--- src/rtl/seq_player.sv ---
// Plays an 8-bit pattern LSB-first on LD, holding each bit STEP_CYCLES clocks,
// then pulses DONE for one cycle. All outputs come straight from flops.
module seq_player #(
  parameter int unsigned STEP_CYCLES = 50000000
) (
  input  logic       CLK,
  input  logic       RST_N,
  input  logic       START,
  input  logic [7:0] SEQ,
  output logic       LD,
  output logic [2:0] STEP,
  output logic       BUSY,
  output logic       DONE
);

  localparam int CNT_W = (STEP_CYCLES > 1) ? $clog2(STEP_CYCLES) : 1;
  localparam logic [CNT_W-1:0] TICK_LAST = CNT_W'(STEP_CYCLES - 1);

  typedef enum logic [1:0] {
    IDLE   = 2'd0,
    PLAY   = 2'd1,
    FINISH = 2'd2
  } state_e;

  state_e           state_q, state_d;
  logic [7:0]       shadow_q, shadow_d;
  logic [2:0]       step_q, step_d;
  logic [CNT_W-1:0] tick_q, tick_d;
  logic             ld_q, ld_d;
  logic             busy_q, busy_d;
  logic             done_q, done_d;

  always_comb begin
    // NOTE: every signal gets a default first so no path through the case leaves one unassigned (no latches).
    state_d  = state_q;
    shadow_d = shadow_q;
    step_d   = step_q;
    tick_d   = tick_q;

    case (state_q)
      IDLE: begin
        if (START) begin
          shadow_d = SEQ;
          step_d   = 3'd0;
          tick_d   = '0;
          state_d  = PLAY;
        end
      end
      PLAY: begin
        if (tick_q == TICK_LAST) begin
          tick_d = '0;
          if (step_q == 3'd7) begin
            step_d  = 3'd0;
            state_d = FINISH;
          end else begin
            step_d = step_q + 3'd1;
          end
        end else begin
          tick_d = tick_q + CNT_W'(1);
        end
      end
      FINISH: state_d = IDLE;
      default: begin
        state_d = IDLE;
        step_d  = 3'd0;
        tick_d  = '0;
      end
    endcase

    // Outputs are decoded from the next state and registered, so they are
    // aligned with state_q and never glitch or depend combinationally on inputs.
    ld_d   = (state_d == PLAY) && shadow_d[step_d];
    busy_d = (state_d == PLAY);
    done_d = (state_d == FINISH);
  end

  always_ff @(posedge CLK or negedge RST_N) begin
    if (!RST_N) begin
      state_q  <= IDLE;
      shadow_q <= 8'd0;
      step_q   <= 3'd0;
      tick_q   <= '0;
      ld_q     <= 1'b0;
      busy_q   <= 1'b0;
      done_q   <= 1'b0;
    end else begin
      // NOTE: non-blocking assignments so every flop samples pre-edge values.
      state_q  <= state_d;
      shadow_q <= shadow_d;
      step_q   <= step_d;
      tick_q   <= tick_d;
      ld_q     <= ld_d;
      busy_q   <= busy_d;
      done_q   <= done_d;
    end
  end

  assign LD   = ld_q;
  assign STEP = step_q;
  assign BUSY = busy_q;
  assign DONE = done_q;

endmodule

--- config.mk ---
export PLATFORM = sky130hd
export DESIGN_NAME = seq_player
export DESIGN_NICKNAME = d
export VERILOG_FILES = /design/src/rtl/seq_player.sv
export SDC_FILE = /design/constraint.sdc
export NUM_CORES = 1
export LEC_CHECK = 0
export BUFFER_PORTS_ARGS = -buffer_cell sky130_fd_sc_hd__buf_2
export CAP_MARGIN = 0
export CORE_MARGIN = 5
export CORE_UTILIZATION = 40
export DETAILED_ROUTE_END_ITERATION = 8
export GPL_TIMING_DRIVEN = 0
export PLACE_DENSITY = 0.66
export SLEW_MARGIN = 40
export SYNTH_ARGS = -nofsm -noshare
export SYNTH_HDL_FRONTEND = slang
export SYNTH_SLANG_ARGS = --single-unit
--- constraint.sdc ---
create_clock -name CLK -period 4.42 [get_ports CLK]
set_input_delay 0.442 -clock CLK [delete_from_list [all_inputs] [get_ports CLK]]
set_output_delay 0.442 -clock CLK [all_outputs]
set_load 0.005 [all_outputs]
==> results.sh, run 1 <==
export IMPL_grt_start_max_net_pins=43
export IMPL_die_area_mm2=0.00704
export IMPL_synth_edf_count=0
export IMPL_commonest_cells_after_routing_fill_and_taps_aside="dfrtp_1 (42), nand2_1 (25), o21ai_0 (24), nor2_1 (18), buf_2 (17)"
export IMPL_cts_post_setup_buffers_inserted=0
export IMPL_gr_total_overflow=0
export IMPL_post_synth_inst_count=222
export IMPL_critical_path_max_stage_delay_ns=0.42
export IMPL_ys_seq_area_frac=0.481
export IMPL_detail_route_wl_per_cell_um=14.6
export IMPL_final_min_clock_period_ns=2.71
export IMPL_worst_setup_path_type="reg2reg"
export IMPL_max_cap_violations=0
export IMPL_chipWidth_um=83.9
export IMPL_hpwl_mm=3.22
export IMPL_mappedNetlistNets=236
export IMPL_worstPathArrival_ns=2.94
export IMPL_worstSetupEndpointType="register"
export IMPL_io_buffers=16
export IMPL_slew_limit_headroom=0.579
export IMPL_met3RoutedLength_um=147
export IMPL_post_synthesis_instance_area_mm2=0.00218
export IMPL_synth_top_family_by_area="simple AND/OR/NAND/NOR gates"
export IMPL_num_io_pins=17
export IMPL_timing_worst_slew_pin_value_ns=0.632
export IMPL_cp_start_kind="register"
export IMPL_grt_first_pass_wirelength_mm=8.20
export IMPL_remaining_drc_errors=0
export IMPL_switching_fraction_of_total_power=0.266
export IMPL_fin_total_pwr_uw=1030
export IMPL_antennaDiodeCount=0
export IMPL_hold_slack_ns=0.107
export IMPL_share_comb_of_total_power=0.161
export IMPL_drt_first_iter_violations=219
export IMPL_die_height_um=83.9
export IMPL_synth_distinct_cells=42
export IMPL_multi_input_logic_area_mm2=0.00106
export IMPL_wl_mm=4.63
export IMPL_final_period_utilization=0.614
export IMPL_clock_insertion_delay_worst_skew_ns=0.30
export IMPL_number_of_antenna_violations_at_the_first_check_in_global_routing=0
export IMPL_mostFrequentLayoutCell="dfrtp_1"
export IMPL_sequential_standard_cell_area_mm2=0.00105
export IMPL_cts_hold_buf=0
export IMPL_grt_use_total=0.141
export IMPL_core_area_mm2=0.00541
export IMPL_wirelength_met1_mm=2.17
export IMPL_postRouteAntennaNets=0
export IMPL_hold_violations=0
export IMPL_placement_rows=27
export IMPL_filler_cell_count=515
export IMPL_run_status="completed"
export IMPL_gpl_final_weighted_congestion=0.831
export IMPL_synth_flop_cell="dfrtp_1"
export IMPL_synth_xor_area_frac=0.0321
export IMPL_final_setup_tns_ns=0
export IMPL_worst_path_required_time_ns=4.65
export IMPL_detailed_place_area_mm2=0.00236
export IMPL_drt_pass1_iterations=4
export IMPL_cts_sinks=42
export IMPL_crit_path_leading_delay_family="simple AND/OR/NAND/NOR gates"
export IMPL_p_per_area_mw_per_mm2=413
export IMPL_clock_tree_htree_level_count=2
export IMPL_power_leakage_uw=0.00112
export IMPL_max_freq_mhz=369
export IMPL_crit_chain="ha_1 > nand4_2 > nor4_4 > a21oi_1 > or2_0 > a32oi_1 > mux2_2 > o22ai_1"
export IMPL_ys_ff_latch=42
export IMPL_root_buffer_cell="clkbuf_8"
export IMPL_async_flop_share=1.00
export IMPL_routed_top_layer="met4"
export IMPL_clock_transition_at_the_register_clock_pins_on_the_worst_setup_and_hold_paths_after_cts_ns=0.09
export IMPL_power_clock_fraction=0.356
export IMPL_power_share_sequential=0.483
export IMPL_timing_hold_worst_class="in2async"
export IMPL_first_global_vias=1752
export IMPL_p_int_uw=756
export IMPL_critPathBufInv=0
export IMPL_synthMuxAreaShare=0.0699
export IMPL_dr_wl_met2_mm=2.24
export IMPL_yosysWarnings=0
export IMPL_share_of_the_synthesized_area_in_compound_gates_ao_oa_aoi_oai=0.155
export IMPL_final_setup_skew_ns=0.0119
export IMPL_final_setup_vio_count=0
export IMPL_cts_tree="built"
export IMPL_critical_path_slowest_cell="dfrtp_1"
export IMPL_clock_path_buffers=2
export IMPL_netSwitchingPower_uw=273
export IMPL_slew_viol_final=0
export IMPL_start_util=0.404
export IMPL_critical_path_peak_fanout=8
export IMPL_vdd_ir_drop_max_mv=0.144
export IMPL_via_count=1716
export IMPL_vias_per_cell=5.40
export IMPL_final_nets=259
export IMPL_synth_simple_gate_area_frac=0.209
export IMPL_syn_avg_cell_area_um2=9.84
export IMPL_area_growth_pct=14.2
export IMPL_cts_buffers=5
export IMPL_worst_slack_ns=1.71
export IMPL_drive_above_1_share=0.187
export IMPL_post_cts_resized=0
export IMPL_synth_area_in_adders=0.0172
export IMPL_grt_setup_unrepaired="no"
export IMPL_post_route_cell_area_mm2=0.00249
export IMPL_preCtsSetupSlack_ns=1.73
[per-layer routing]
layer  global-route usage  vias up
met5                    0        -
met4               0.0585        0
met2                0.236       28
li1                     -      842
met3               0.0188        5
met1                0.184      841
[worst register-to-register path: stages (launching register included)]
cell and delay, ns:
dfrtp_1 0.42, ha_1 0.25, nand4_2 0.20, nor4_4 0.38, a21oi_1 0.27, or2_0 0.27, a32oi_1 0.31, mux2_2 0.38
o22ai_1 0.15
[cells in the mapped netlist (all sizes together) (2+ instances only)]
| cell type | n | share of area |
|---|---|---|
| nand3 | 11 | 0.025 |
| xnor2 | 5 | 0.020 |
| nand2b | 2 | 0.0057 |
| nor3 | 3 | 0.0069 |
| mux2i | 4 | 0.018 |
| mux2 | 10 | 0.052 |
| o31ai | 7 | 0.024 |
| dfrtp | 42 | 0.48 |
| nor2 | 18 | 0.031 |
| a21oi | 9 | 0.024 |
| ha | 3 | 0.017 |
| nor4 | 4 | 0.021 |
| a31oi | 2 | 0.0057 |
| nand4 | 5 | 0.017 |
| o21ai | 25 | 0.057 |
| and4 | 5 | 0.021 |
| clkbuf | 5 | 0.0086 |
| nand2 | 25 | 0.043 |
| buf | 5 | 0.017 |
| and3 | 5 | 0.014 |
| a21o | 7 | 0.024 |
| inv | 6 | 0.010 |
| xor2 | 3 | 0.012 |
[stage by stage]
| step | utilization | cells |
|---|---|---|
| after detailed placement | 0.436 | 310 |
| after floorplan | - | 222 |
| after CTS | 0.462 | 318 |
| after global placement | 0.436 | 310 |
| after global routing | 0.462 | 318 |
| final | 0.462 | 318 |
[registers in the layout, summed over array words and instances, names as in the netlist]
register / flops
shadow_q: 8
STEP: 3
tick_q: 26
DONE: 1
BUSY: 1
state_q: 2
LD: 1
[power by group through the flow]
stage / combinational [uW] / sequential, uW / clock, uW
after floorplan: 125 / 491 / 0
after global placement: 163 / 501 / 0
after detailed placement: 168 / 504 / 0
after CTS: 169 / 496 / 372
after global routing: 190 / 506 / 385
final: 166 / 497 / 366
[logic make-up after synthesis]
kind of cell,after synthesis
buf+inv,16
simple gates,85
mux,14
compound gates,54
xor+xnor,8
flops,42
fa+ha+maj,3
[final timing paths]
path | from | end | slack, ns | depth (start not counted)
max in group asynchronous | RST_N | tick_q[24] | 3.93 | 1
worst min register to register | tick_q[6] | tick_q[6] | 0.49 | 1
worst max-delay path | tick_q[0] | LD | 1.71 | 8
min in group CLK | SEQ[5] | shadow_q[5] | 0.38 | 2
worst max register to register | tick_q[0] | LD | 1.71 | 8
worst min-delay path | RST_N | tick_q[23] | 0.11 | 1
[final cells by class]
type | instances | share of cell area
clock buffers | 5 | 0.0276
flip-flops and latches | 42 | 0.421
inverters | 6 | 0.00903
repair buffers | 16 | 0.0331
multi-input cells | 164 | 0.423
clock inverters | 3 | 0.0276
well taps | 72 | 0.0361
plain buffers | 10 | 0.0221
Note: power is estimated with default switching activity, not from simulation.
==> inputs of run 2 (changes only) <==
ABC_AREA = 1   (was not set)
clock period = 2.8 ns   (was 4.42 ns; I/O delays follow)
==> run 2 against run 1 <==
Compared with the run above: routed wire length grew 19%; worst setup slack got worse by 0.79 ns; sequential share of layout area is 4.2 points lower; via count rose by 22%; register-to-register slack got worse by 0.79 ns; maximum frequency is 44% higher; clock skew is 0.0032 ns lower; cell area up 11%; first-iteration DRC count fell by 49%; sequential power is 22% higher; global-route usage increased by 1.6 points; combinational power down 88%; critical endpoint is now tick_q[24]; largest power group unchanged; highest routed layer unchanged.
==> results.sh, run 2 <==
export IMPL_die_area_mm2=0.00786
export IMPL_gr_total_overflow=0
export IMPL_grt_start_max_net_pins=43
export IMPL_clock_tree_htree_level_count=2
export IMPL_area_growth_pct=12.1
export IMPL_slew_limit_headroom=0.623
export IMPL_core_area_mm2=0.00596
export IMPL_crit_chain="ha_1 > nand2_2 > nor2_4 > nand2_2 > nor2_4 > nand2_2 > nor2_4 > nand3_2 > inv_2 > nand2_2 > clkinv_1 > nand3_1 > nand2_1 > o22ai_1"
export IMPL_final_nets=351
export IMPL_path_common_cell="nand2_2"
export IMPL_post_route_cell_area_mm2=0.00277
export IMPL_remaining_drc_errors=0
export IMPL_drive_above_1_share=0.195
export IMPL_critPathBufInv=2
export IMPL_largest_reg_flops=26
export IMPL_grt_setup_unrepaired="no"
export IMPL_detailed_place_area_mm2=0.00265
export IMPL_drt_first_iter_violations=111
export IMPL_max_cap_violations=0
export IMPL_yosys_area_top_type_share=0.425
export IMPL_die_height_um=88.6
export IMPL_power_leakage_uw=0.00135
export IMPL_synth_common_cells="nand2_1 (66), inv_1 (47), dfrtp_1 (42), nor2_1 (24), o21ai_0 (18)"
export IMPL_largest_register="tick_q"
export IMPL_final_setup_tns_ns=0
export IMPL_number_of_antenna_violations_at_the_first_check_in_global_routing=0
export IMPL_worstSetupEndpointType="register"
export IMPL_hpwl_mm=4.12
export IMPL_root_buffer_cell="clkbuf_8"
export IMPL_crit_path_leading_delay_family="simple AND/OR/NAND/NOR gates"
export IMPL_drt_pass1_iterations=4
export IMPL_vdd_ir_drop_max_mv=0.198
export IMPL_post_synth_inst_count=313
export IMPL_postRouteAntennaNets=0
export IMPL_synth_flop_cell="dfrtp_1"
export IMPL_fin_total_pwr_uw=1120
export IMPL_slew_viol_final=0
export IMPL_dr_wl_met2_mm=2.66
export IMPL_cts_post_setup_buffers_inserted=0
export IMPL_run_status="completed"
export IMPL_cp_start_kind="register"
export IMPL_vias_per_cell=5.08
export IMPL_detail_route_wl_per_cell_um=13.3
export IMPL_timing_hold_worst_class="in2reg"
export IMPL_critical_path_slowest_cell="dfrtp_1"
export IMPL_num_io_pins=17
export IMPL_grt_use_total=0.157
export IMPL_clock_insertion_delay_worst_skew_ns=0.31
export IMPL_yosysWarnings=0
export IMPL_worst_setup_path_type="reg2reg"
export IMPL_ys_seq_area_frac=0.425
export IMPL_cts_tree="built"
export IMPL_ys_ff_latch=42
export IMPL_critical_path_peak_fanout=5
export IMPL_preCtsSetupSlack_ns=0.938
export IMPL_clock_path_buffers=2
export IMPL_timing_worst_slew_pin_value_ns=0.566
export IMPL_async_flop_share=1.00
export IMPL_final_setup_skew_ns=0.00875
export IMPL_io_buffers=16
export IMPL_worst_path_required_time_ns=2.97
export IMPL_synth_edf_count=0
export IMPL_final_setup_vio_count=0
export IMPL_top_cells_by_area_synth="dfrtp_1 (42%), nand2_1 (10%), inv_1 (7.1%)"
export IMPL_syn_avg_cell_area_um2=7.90
export IMPL_clock_transition_at_the_register_clock_pins_on_the_worst_setup_and_hold_paths_after_cts_ns=0.08
export IMPL_antennaDiodeCount=0
export IMPL_placement_rows=28
export IMPL_met3RoutedLength_um=149
export IMPL_worst_slack_ns=0.915
export IMPL_wl_mm=5.49
export IMPL_mostFrequentLayoutCell="nand2_1"
export IMPL_mappedNetlistNets=327
export IMPL_filler_cell_count=601
export IMPL_wirelength_met1_mm=2.61
export IMPL_cts_sinks=42
export IMPL_hold_violations=0
export IMPL_synth_most_common_cell="nand2_1"
export IMPL_chipWidth_um=88.6
export IMPL_post_synthesis_instance_area_mm2=0.00247
export IMPL_final_min_clock_period_ns=1.89
export IMPL_critical_path_max_stage_delay_ns=0.38
export IMPL_final_period_utilization=0.673
export IMPL_via_count=2099
export IMPL_worstPathArrival_ns=2.05
export IMPL_grt_first_pass_wirelength_mm=9.54
export IMPL_synth_top_area_cell="dfrtp_1"
export IMPL_commonest_cells_after_routing_fill_and_taps_aside="nand2_1 (66), inv_1 (47), dfrtp_1 (42), nor2_1 (24), o21ai_0 (18)"
export IMPL_gpl_final_weighted_congestion=0.901
export IMPL_routed_top_layer="met4"
export IMPL_start_util=0.415
export IMPL_hold_slack_ns=0.225
export IMPL_cts_buffers=5
export IMPL_first_global_vias=2036
export IMPL_max_freq_mhz=530
export IMPL_synth_distinct_cells=37
export IMPL_p_per_area_mw_per_mm2=404
==> run 2: cells by family after synthesis <==
kind of cell               count (synthesis)  synth area share
AOI/OAI and AO/OA                         52             0.126
xor gates and xnor gates                   3            0.0106
adders and majority gates                  3            0.0152
buffers and inverters                     56            0.0951
DFF                                       42             0.425
muxes                                      1           0.00455
and+or+nand+nor                          156             0.323
==> run 2: path summary, 6_finish.rpt <==
check	startpoint	end	slack, ns	cells past startpoint
worst max register to register	tick_q[0]	tick_q[24]	0.91	14
worst min-delay path	SEQ[4]	shadow_q[4]	0.22	2
worst min register to register	shadow_q[4]	shadow_q[4]	0.51	1
worst max-delay path	tick_q[0]	tick_q[24]	0.91	14
max in group asynchronous	RST_N	STEP[1]	1.92	2
min in group asynchronous	RST_N	tick_q[13]	0.49	2
==> run 2: power breakdown <==
| part | internal (uW) | switching (uW) |
|---|---|---|
| clock network | 265 | 229 |
| logic | 6.17 | 13.8 |
| registers | 606 | 0 |
==> run 2: final cells by class <==
class	instances	area [um2]	area share
multi-input combinational	215	1190	0.428
sequential	42	1050	0.379
inverter	51	194	0.0699
tap	75	93.8	0.0338
timing repair buffer	17	92.6	0.0334
clock buffer	5	68.8	0.0248
clock inverter	3	45.0	0.0162
buffer	5	41.3	0.0149
==> run 2: stage by stage <==
step	utilization	std cells
after floorplan	-	313
after global placement	0.445	404
after detailed placement	0.445	404
after CTS	0.466	413
after global routing	0.466	413
final	0.466	413
==> run 2: timing repair <==
item	4_1_cts	5_1_grt
hold buffers	1	0
hold endpoints to repair	42	0
resized for setup	0	0
==> run 2: layer usage <==
metal | global-route usage | vias up
met3 | 0.0335 | 5
met4 | 0.0467 | 0
li1 | - | 1069
met5 | 0 | -
met1 | 0.209 | 1003
met2 | 0.257 | 22
==> inputs of run 3 (changes only) <==
ABC_AREA = 0   (was 1)
clock period = 1.9 ns   (was 2.8 ns; I/O delays follow)
==> run 3 against run 2 <==
Compared with the run above: the run now ends with setup timing left; sequential cell count unchanged; first-iteration DRC count increased by 73%; clock-buffer cell count increased by 2; total power increased by 120%; die area decreased by 10%; routed wire length increased by 4.7%; cell area increased by 7.8%; non-clock buffer count increased by 36; critical path type unchanged; largest cell class unchanged.
==> results.sh, run 3 (same netlist as run 1, synthesis figures left out) <==
export IMPL_placement_rows=27
export IMPL_drt_pass1_iterations=4
export IMPL_grt_setup_unrepaired="yes"
export IMPL_worst_setup_path_type="reg2reg"
export IMPL_fin_total_pwr_uw=2440
export IMPL_detailed_place_area_mm2=0.00242
export IMPL_first_global_vias=1788
export IMPL_clock_insertion_delay_worst_skew_ns=0.30
export IMPL_worst_r2r_cell_count=8
export IMPL_run_status="finished with violations"
export IMPL_filler_cell_count=472
export IMPL_cp_start_kind="register"
export IMPL_hold_violations=0
export IMPL_power_leakage_uw=0.00138
export IMPL_antennaDiodeCount=0
export IMPL_hpwl_mm=3.20
export IMPL_vdd_ir_drop_max_mv=0.342
export IMPL_sequential_standard_cell_area_mm2=0.00105
export IMPL_die_height_um=83.9
export IMPL_max_freq_mhz=454
export IMPL_hold_path_startpoint="SEQ[4]"
export IMPL_cts_tree="built"
export IMPL_chipWidth_um=83.9
export IMPL_via_count=1919
export IMPL_vias_per_cell=5.48
export IMPL_drt_first_iter_violations=192
export IMPL_largest_reg_flops=26
export IMPL_io_buffers=16
export IMPL_start_util=0.404
export IMPL_postLayoutCoreUtil=0.553
export IMPL_cts_sinks=42
export IMPL_slew_limit_headroom=0.616
export IMPL_p_per_area_mw_per_mm2=817
export IMPL_critical_path_slowest_cell="dfrtp_1"
export IMPL_die_area_mm2=0.00704
export IMPL_final_min_clock_period_ns=2.20
export IMPL_wl_mm=5.75
export IMPL_post_route_cell_area_mm2=0.00299
export IMPL_numPlacedInstances=310
export IMPL_clock_transition_at_the_register_clock_pins_on_the_worst_setup_and_hold_paths_after_cts_ns=0.08
export IMPL_num_io_pins=17
export IMPL_slew_viol_final=0
export IMPL_r2r_slack_ns=-0.30
export IMPL_root_buffer_cell="clkbuf_8"
export IMPL_worstSetupEndpointType="register"
export IMPL_worst_path_required_time_ns=2.12
export IMPL_drive_above_1_share=0.378
export IMPL_detail_route_wl_per_cell_um=16.4
export IMPL_largest_register="tick_q"
export IMPL_crit_reg2reg_capture="LD"
export IMPL_instances_no_fill=350
export IMPL_number_of_antenna_violations_at_the_first_check_in_global_routing=0
export IMPL_final_setup_vio_count=24
export IMPL_core_area_mm2=0.00541
export IMPL_clock_tree_htree_level_count=2
export IMPL_final_nets=291
export IMPL_final_period_utilization=1.16
export IMPL_remaining_drc_errors=0
export IMPL_multi_input_logic_area_mm2=0.00126
export IMPL_critical_path_reg2reg_startpoint="tick_q[1]"
export IMPL_worst_slack_ns=-0.300
export IMPL_grt_use_total=0.156
export IMPL_crit_chain="ha_4 > nand4_4 > nor4_4 > a21oi_4 > or2_1 > a32oi_2 > mux2_4 > o22ai_2"
export IMPL_gr_total_overflow=0
export IMPL_timing_worst_slew_pin_value_ns=0.576
export IMPL_grt_first_pass_wirelength_mm=8.84
export IMPL_max_cap_violations=0
export IMPL_worst_hold_path_ep="shadow_q[4]"
export IMPL_mostFrequentLayoutCell="dfrtp_1"
export IMPL_final_setup_skew_ns=0.00900
export IMPL_critical_path_max_stage_delay_ns=0.40
export IMPL_commonest_cells_after_routing_fill_and_taps_aside="dfrtp_1 (40), buf_4 (29), nand2_1 (24), o21ai_1 (18)"
export IMPL_postRouteAntennaNets=0
export IMPL_violations="setup timing"
export IMPL_clock_path_buffers=2
export IMPL_critical_path_peak_fanout=3
export IMPL_area_growth_pct=36.9
export IMPL_timing_hold_worst_path_depth=2
export IMPL_grt_start_max_net_pins=43
export IMPL_worstPathArrival_ns=2.42
export IMPL_gpl_final_weighted_congestion=0.802
export IMPL_timing_hold_worst_class="in2reg"
export IMPL_cts_buffers=5
run 3: changes by cell type in the layout (fill, tap and decap cells not counted), sizes merged, moves of 7 or more:
cell / delta
nand2: -53
inv: -44
buf: +33
nor2: -19
nand3: -10
mux2: +9
nor3: -9
o22ai: -8
a21o: +7
o31ai: +7
run 3: final cells by class:
type                    count  area share
inverters                   6     0.00753
flip-flops and latches     42       0.352
well taps                  72      0.0301
clock inverters             1      0.0100
repair buffers             49       0.124
multi-input cells         164       0.421
clock buffers               7      0.0255
plain buffers               9      0.0293
run 3: how the worst max path moves through the flow:
stage                          start  cells past startpoint  slack [ns]  to
after floorplan           tick_q[20]                      7       -0.18  LD
after global placement    tick_q[20]                      7       -0.45  LD
after detailed placement  tick_q[20]                      7       -0.46  LD
after CTS                 tick_q[22]                      8       -0.29  LD
after global routing       tick_q[1]                      8       -0.42  LD
final                      tick_q[1]                      8       -0.30  LD
run 3: timing repair:
action | in CTS | in global routing
gates cloned | 1 | 1
buffers inserted | 24 | 8
hold buffers | 1 | 0
resized for setup | 36 | 30
pin swaps | 19 | 11
endpoints found under the setup margin | 25 | 28
endpoints found under the hold margin | 42 | 0
run 3: metal layers:
layer | vias to the layer above | global-route usage | wire [um]
met2 | 62 | 0.249 | 2910
met5 | - | 0 | 0
met1 | 937 | 0.204 | 2440
met4 | 0 | 0.0614 | 138
li1 | 904 | - | -
met3 | 16 | 0.0375 | 270
run 3: power by group:
group / total, uW / leakage (uW) / switching (uW) / internal (uW)
sequential: 1160 / 0.000546 / 117 / 1040
clock: 695 / 0.0000524 / 301 / 393
combinational: 591 / 0.000782 / 265 / 326
total: 2440 / 0.00138 / 684 / 1760
run 3: critical path, delay by kind of cell (launching register included):
kind | cells | cell delay, ns
AOI/OAI and AO/OA | 3 | 0.48
adders and majority gates | 1 | 0.16
and+or+nand+nor | 3 | 0.74
muxes | 1 | 0.34
DFF | 1 | 0.40
run 3: through the flow:
stage	setup WS (ns)	TNS, ns	hold WS [ns]
after detailed placement	-0.462	-5.78	0.214
after global routing	-0.417	-4.62	0.143
after CTS	-0.290	-1.12	0.138
after global placement	-0.447	-5.66	0.381
after floorplan	-0.184	-0.188	-0.106
final	-0.300	-2.26	0.144
